File: src/rtl/packet_decoder_pkg.sv
// Shared serial-protocol definitions: decoder state encoding, terminator bytes
// and error-flag bit positions.
package packet_decoder_pkg;

  localparam int unsigned ERR_W     = 3;
  localparam int unsigned ERR_BAD   = 0;
  localparam int unsigned ERR_SHORT = 1;
  localparam int unsigned ERR_OVF   = 2;

  localparam logic [7:0] TERM_ASCII = 8'h0D;
  localparam logic [7:0] TERM_BIN   = 8'hFF;
  localparam logic [7:0] LF_ASCII   = 8'h0A;

  typedef enum logic [1:0] {
    ST_IDLE   = 2'd0,
    ST_RECV   = 2'd1,
    ST_COMMIT = 2'd2,
    ST_HUNT   = 2'd3
  } state_e;

endpackage

File: src/rtl/packet_decoder_nibble_decode.sv
// Combinational byte classifier: maps one received byte to a nibble value
// and flags it as nibble, terminator or bad character.
module nibble_decode
  import packet_decoder_pkg::*;
(
  input  logic [7:0] byte_i,
  input  logic       binary_i,
  output logic [3:0] nibble_o,
  output logic       is_nibble_o,
  output logic       is_term_o,
  output logic       is_bad_o
);

  always_comb begin
    nibble_o    = 4'h0;
    is_nibble_o = 1'b0;
    is_term_o   = 1'b0;
    is_bad_o    = 1'b0;
    if (binary_i) begin
      if (byte_i[7:4] == 4'h0) begin
        nibble_o    = byte_i[3:0];
        is_nibble_o = 1'b1;
      end else if (byte_i == TERM_BIN) begin
        is_term_o = 1'b1;
      end else begin
        is_bad_o = 1'b1;
      end
    end else begin
      // Letters A-F / a-f share the low nibble 1..6, so add 9 to reach 10..15.
      if (byte_i >= 8'h30 && byte_i <= 8'h39) begin
        nibble_o    = byte_i[3:0];
        is_nibble_o = 1'b1;
      end else if ((byte_i >= 8'h41 && byte_i <= 8'h46) ||
                   (byte_i >= 8'h61 && byte_i <= 8'h66)) begin
        nibble_o    = byte_i[3:0] + 4'd9;
        is_nibble_o = 1'b1;
      end else if (byte_i == TERM_ASCII) begin
        is_term_o = 1'b1;
      end else if (byte_i != LF_ASCII) begin
        is_bad_o = 1'b1;
      end
    end
  end

endmodule

File: src/rtl/packet_decoder.sv
// Assembles nibble-encoded bytes from a UART receiver into fixed-width
// packets, reporting header arrival, completion and framing errors.
module packet_decoder
  import packet_decoder_pkg::*;
#(
  parameter int unsigned RESOLUTION     = 64,
  parameter int unsigned HEADER_NIBBLES = 4,
  parameter bit          BINARY         = 1'b0
) (
  input  logic                        intclk,
  input  logic                        reset_n,
  input  logic [7:0]                  rx_byte,
  input  logic                        rx_valid,
  output logic [RESOLUTION-1:0]       rx_data,
  output logic                        rx_done,
  output logic                        header_strobe,
  output logic [HEADER_NIBBLES*4-1:0] header,
  output logic [ERR_W-1:0]            err,
  output logic                        busy
);

  localparam int unsigned NIBBLES = RESOLUTION / 4;
  localparam int unsigned CNT_W   = $clog2(NIBBLES) + 1;
  localparam int unsigned HDR_W   = HEADER_NIBBLES * 4;

  state_e                state_q, state_d;
  logic [RESOLUTION-1:0] shift_q, shift_d;
  logic [CNT_W-1:0]      cnt_q, cnt_d;
  logic [RESOLUTION-1:0] rx_data_q, rx_data_d;
  logic                  rx_done_q, rx_done_d;
  logic                  hdr_pend_q, hdr_pend_d;
  logic                  header_strobe_q, header_strobe_d;
  logic [HDR_W-1:0]      header_q, header_d;
  logic [ERR_W-1:0]      err_q, err_d;
  logic                  busy_q, busy_d;

  logic [3:0] nibble;
  logic       is_nibble;
  logic       is_term;
  logic       is_bad;

  nibble_decode u_nibble_decode (
    .byte_i      (rx_byte),
    .binary_i    (BINARY),
    .nibble_o    (nibble),
    .is_nibble_o (is_nibble),
    .is_term_o   (is_term),
    .is_bad_o    (is_bad)
  );

  always_ff @(posedge intclk) begin
    if (!reset_n) begin
      state_q         <= ST_IDLE;
      shift_q         <= '0;
      cnt_q           <= '0;
      rx_data_q       <= '0;
      rx_done_q       <= 1'b0;
      hdr_pend_q      <= 1'b0;
      header_strobe_q <= 1'b0;
      header_q        <= '0;
      err_q           <= '0;
      busy_q          <= 1'b0;
    end else begin
      state_q         <= state_d;
      shift_q         <= shift_d;
      cnt_q           <= cnt_d;
      rx_data_q       <= rx_data_d;
      rx_done_q       <= rx_done_d;
      hdr_pend_q      <= hdr_pend_d;
      header_strobe_q <= header_strobe_d;
      header_q        <= header_d;
      err_q           <= err_d;
      busy_q          <= busy_d;
    end
  end

  // Header is published one cycle after its last nibble lands in the shifter.
  always_comb begin
    state_d         = state_q;
    shift_d         = shift_q;
    cnt_d           = cnt_q;
    rx_data_d       = rx_data_q;
    rx_done_d       = 1'b0;
    hdr_pend_d      = 1'b0;
    header_strobe_d = hdr_pend_q;
    header_d        = hdr_pend_q ? shift_q[HDR_W-1:0] : header_q;
    err_d           = err_q;

    unique case (state_q)
      ST_IDLE, ST_COMMIT: begin
        if (state_q == ST_COMMIT) begin
          rx_data_d = shift_q;
          rx_done_d = 1'b1;
          state_d   = ST_IDLE;
        end
        // COMMIT accepts a new byte exactly like IDLE so nothing is lost.
        if (rx_valid) begin
          if (is_nibble) begin
            shift_d    = RESOLUTION'(nibble);
            cnt_d      = CNT_W'(1);
            err_d      = '0;
            hdr_pend_d = (HEADER_NIBBLES == 1);
            state_d    = ST_RECV;
          end else if (is_bad) begin
            err_d[ERR_BAD] = 1'b1;
            state_d        = ST_HUNT;
          end
        end
      end
      ST_RECV: begin
        if (rx_valid) begin
          if (is_nibble) begin
            if (cnt_q == CNT_W'(NIBBLES)) begin
              err_d[ERR_OVF] = 1'b1;
              state_d        = ST_HUNT;
            end else begin
              shift_d    = {shift_q[RESOLUTION-5:0], nibble};
              cnt_d      = (cnt_q == {CNT_W{1'b1}}) ? cnt_q : cnt_q + CNT_W'(1);
              hdr_pend_d = (cnt_q == CNT_W'(HEADER_NIBBLES - 1));
            end
          end else if (is_term) begin
            if (cnt_q == CNT_W'(NIBBLES)) begin
              state_d = ST_COMMIT;
            end else begin
              err_d[ERR_SHORT] = 1'b1;
              state_d          = ST_IDLE;
            end
          end else if (is_bad) begin
            err_d[ERR_BAD] = 1'b1;
            state_d        = ST_HUNT;
          end
        end
      end
      ST_HUNT: begin
        if (rx_valid && is_term) begin
          state_d = ST_IDLE;
        end
      end
      default: state_d = ST_IDLE;
    endcase

    busy_d = (state_d != ST_IDLE);
  end

  assign rx_data       = rx_data_q;
  assign rx_done       = rx_done_q;
  assign header_strobe = header_strobe_q;
  assign header        = header_q;
  assign err           = err_q;
  assign busy          = busy_q;

endmodule

File: config.mk
export PLATFORM = sky130hd
export DESIGN_NAME = packet_decoder
export DESIGN_NICKNAME = d
export VERILOG_FILES = /design/src/rtl/packet_decoder_pkg.sv /design/src/rtl/packet_decoder_nibble_decode.sv /design/src/rtl/packet_decoder.sv
export SDC_FILE = /design/constraint.sdc
export NUM_CORES = 1
export LEC_CHECK = 0
export ABC_AREA = 1
export BUFFER_PORTS_ARGS = -buffer_cell sky130_fd_sc_hd__buf_4
export CELL_PAD_IN_SITES_DETAIL_PLACEMENT = 1
export CELL_PAD_IN_SITES_GLOBAL_PLACEMENT = 2
export CORE_MARGIN = 2
export CORE_UTILIZATION = 34
export CTS_CLUSTER_DIAMETER = 40
export DETAILED_ROUTE_END_ITERATION = 8
export PLACE_DENSITY = 0.91
export SKIP_CTS_REPAIR_TIMING = 1
export SYNTH_ARGS = -nofsm -noshare
export SYNTH_HDL_FRONTEND = slang
export SYNTH_SLANG_ARGS = --single-unit
File: constraint.sdc
create_clock -name intclk -period 3.2 [get_ports intclk]
set_input_delay 0.32 -clock intclk [delete_from_list [all_inputs] [get_ports intclk]]
set_output_delay 0.32 -clock intclk [all_outputs]
set_load 0.005 [all_outputs]
==> reports/qor.yml <==
status: "complete, no violations"
drv_cap: 0
post-synth-top-area-cell: "dfxtp_1"
n_antenna_cell: 0
ys_seq_elements: 158
nNetsFinal: 918
hold_class: "in -> reg"
clock.fmax_mhz: 463
critPathMaxFanout: 40
netlist_area_um2: 6220
clock_sinks: 158
fin_crit_ns: 2.16
ios: 97
place_ws_ns: 0.800
cp_data_arrival_time_ns: 2.52
worstSetupPathType: "reg -> reg"
dieArea_um2: 19400
cts.clk_slew.worst_paths_ns: 0.06
yosys-top-cells-area: "dfxtp_1, nor2_1, o21ai_0, a21oi_1, inv_1"
ys.flop_type: "dfxtp_1"
ir_drop_uv: 402
drt_iter0_drc: 313
wl_per_cell_um: 14.3
synth_top_area_share: 0.508
placed_area_um2: 7060
grtUsageTotal: 0.171
core_area_um2: 18000
synthArstFlopShare: 0
setup-tns-final_ns: 0
p_leak_nw: 3.17
hold_viol_final: 0
final_area_um2: 7650
grt_pass1_vias: 5411
clk_path_buf_depth: 2
cts.htree.levels: 4
num_vias: 5460
start_util: 0.347
antenna_found_initial: 0
insertion_delay_ns: 0.43
required_ns: 3.56
cellPowerDensity_nw_per_um2: 662
cp-start-kind: "register"
syn_avg_cell_area_um2: 7.49
fp.dieH_um: 139
synth_edf_count: 0
antenna_left: 0
globalRouteOverflowTotal: 0
dp_cells: 1110
synth-seq-area-share: 0.508
worst_pin_slew_ns: 1.04
final-setup-viol-count: 0
rows: 49
cts-root-buf: "clkbuf_16"
drc: 0
yosys_warnings: 0
cts_inserted_buffers: 17
place_hpwl_um: 10600
synth_common_cells: "nor2_1, dfxtp_1, o21ai_0"
fin_crit_sh: 0.675
via_per_inst: 4.79
maxSlewViolCount: 0
fin_ws_ns: 1.04
drive_gt1_frac: 0.158
syn_nets: 849
rsz0062_at_grt: "no"
ys_types: 31
cts_tree: "built"
drt-total-wl_um: 16300
finClkSkew_ns: 0.00567
drt-pass1-iter-count: 4
relSlewSlack: 0.304
synthCells: 831
gp_congestion: 0.798
grt_pass1_wl_um: 27200
synth.most_common_cell: "nor2_1"
grt_max_degree: 120
critPathCaptureType: "register"
post-route-util: 0.426
port_buffers: 96
final_cells: 1140
die_w_um: 139
syn2layout_area_growth_pct: 23.0
-- final cells by class --
type	count	area (µm²)
inverter	88	333
clock inverter	11	166
multi-input combinational	532	2470
clock buffer	19	433
fill	2248	10300
sequential	158	3160
tap	229	287
timing repair buffer	103	798
-- flip-flops by register name, summed over array words and instances, names as in the netlist --
| name | cells |
|---|---|
| rx_done | 1 |
| shift_q | 64 |
| header_strobe | 1 |
| rx_data | 64 |
| err | 3 |
| hdr_pend_q | 1 |
| busy | 1 |
| cnt_q | 5 |
| header | 16 |
| state_q | 2 |
-- worst paths after layout --
| kind | startpoint | end | slack [ns] | cells after the start |
|---|---|---|---|---|
| max | cnt_q[0] | shift_q[11] | 1.04 | 10 |
| min | reset_n | err[0] | 0.28 | 3 |
| max reg2reg | cnt_q[0] | shift_q[11] | 1.04 | 10 |
| min reg2reg | shift_q[55] | rx_data[55] | 0.48 | 2 |
-- worst max-delay path, cell delays in order, from the launching register on --
cell,delay [ns]
dfxtp_1,0.40
inv_1,0.07
ha_1,0.20
nand3_1,0.15
nand2_1,0.07
nand2_1,0.19
nand2_4,0.29
inv_2,0.13
buf_4,0.35
nor2_1,0.08
nor2_1,0.12
-- layer usage --
metal	global-route usage	wire [µm]
met1	0.230	7990
met2	0.266	7290
met3	0.0403	642
met4	0.0659	337
met5	0	0
-- layout by cell type, fill, tap and decap left out, types with 2 or more instances in the layout --
cell type	count
o21ai_0	107
a21oi_1	85
bufinv_16	4
inv_1	84
o22ai_1	3
clkinvlp_4	3
dfxtp_1	158
nand4_1	2
nand3b_1	3
nor2_4	2
ha_1	7
buf_12	2
buf_4	101
nor2_1	214
clkbuf_16	17
nand3_1	15
nand2_2	2
inv_2	3
o21ai_1	35
nand2_4	2
clkbuf_1	2
clkinv_2	3
nand2_1	47
-- cell families after synthesis --
| kind of cell | after synthesis | share of synthesized area |
|---|---|---|
| AO/OA/AOI/OAI | 231 | 0.187 |
| XOR/XNOR | 2 | 0.00281 |
| adder cells (fa/ha/maj) | 7 | 0.0141 |
| buffers and inverters | 141 | 0.0959 |
| flip-flops | 158 | 0.508 |
| AND/OR/NAND/NOR | 292 | 0.192 |
-- through the flow --
stage	power (mW)	hold slack, ns
2_1_floorplan	2.72	0.445
3_3_place_gp	3.00	0.461
3_5_place_dp	3.02	0.469
4_1_cts	5.12	0.272
5_1_grt	5.33	0.307
6_report	5.07	0.280
-- power breakdown --
| part | internal (mW) | switching, mW | leakage, nW | total, mW |
|---|---|---|---|---|
| logic | 0.290 | 0.439 | 1.59 | 0.729 |
| clock network | 1.29 | 0.799 | 0.285 | 2.09 |
| registers | 2.15 | 0.0955 | 1.29 | 2.24 |
Note: power is estimated with default switching activity, not from simulation.
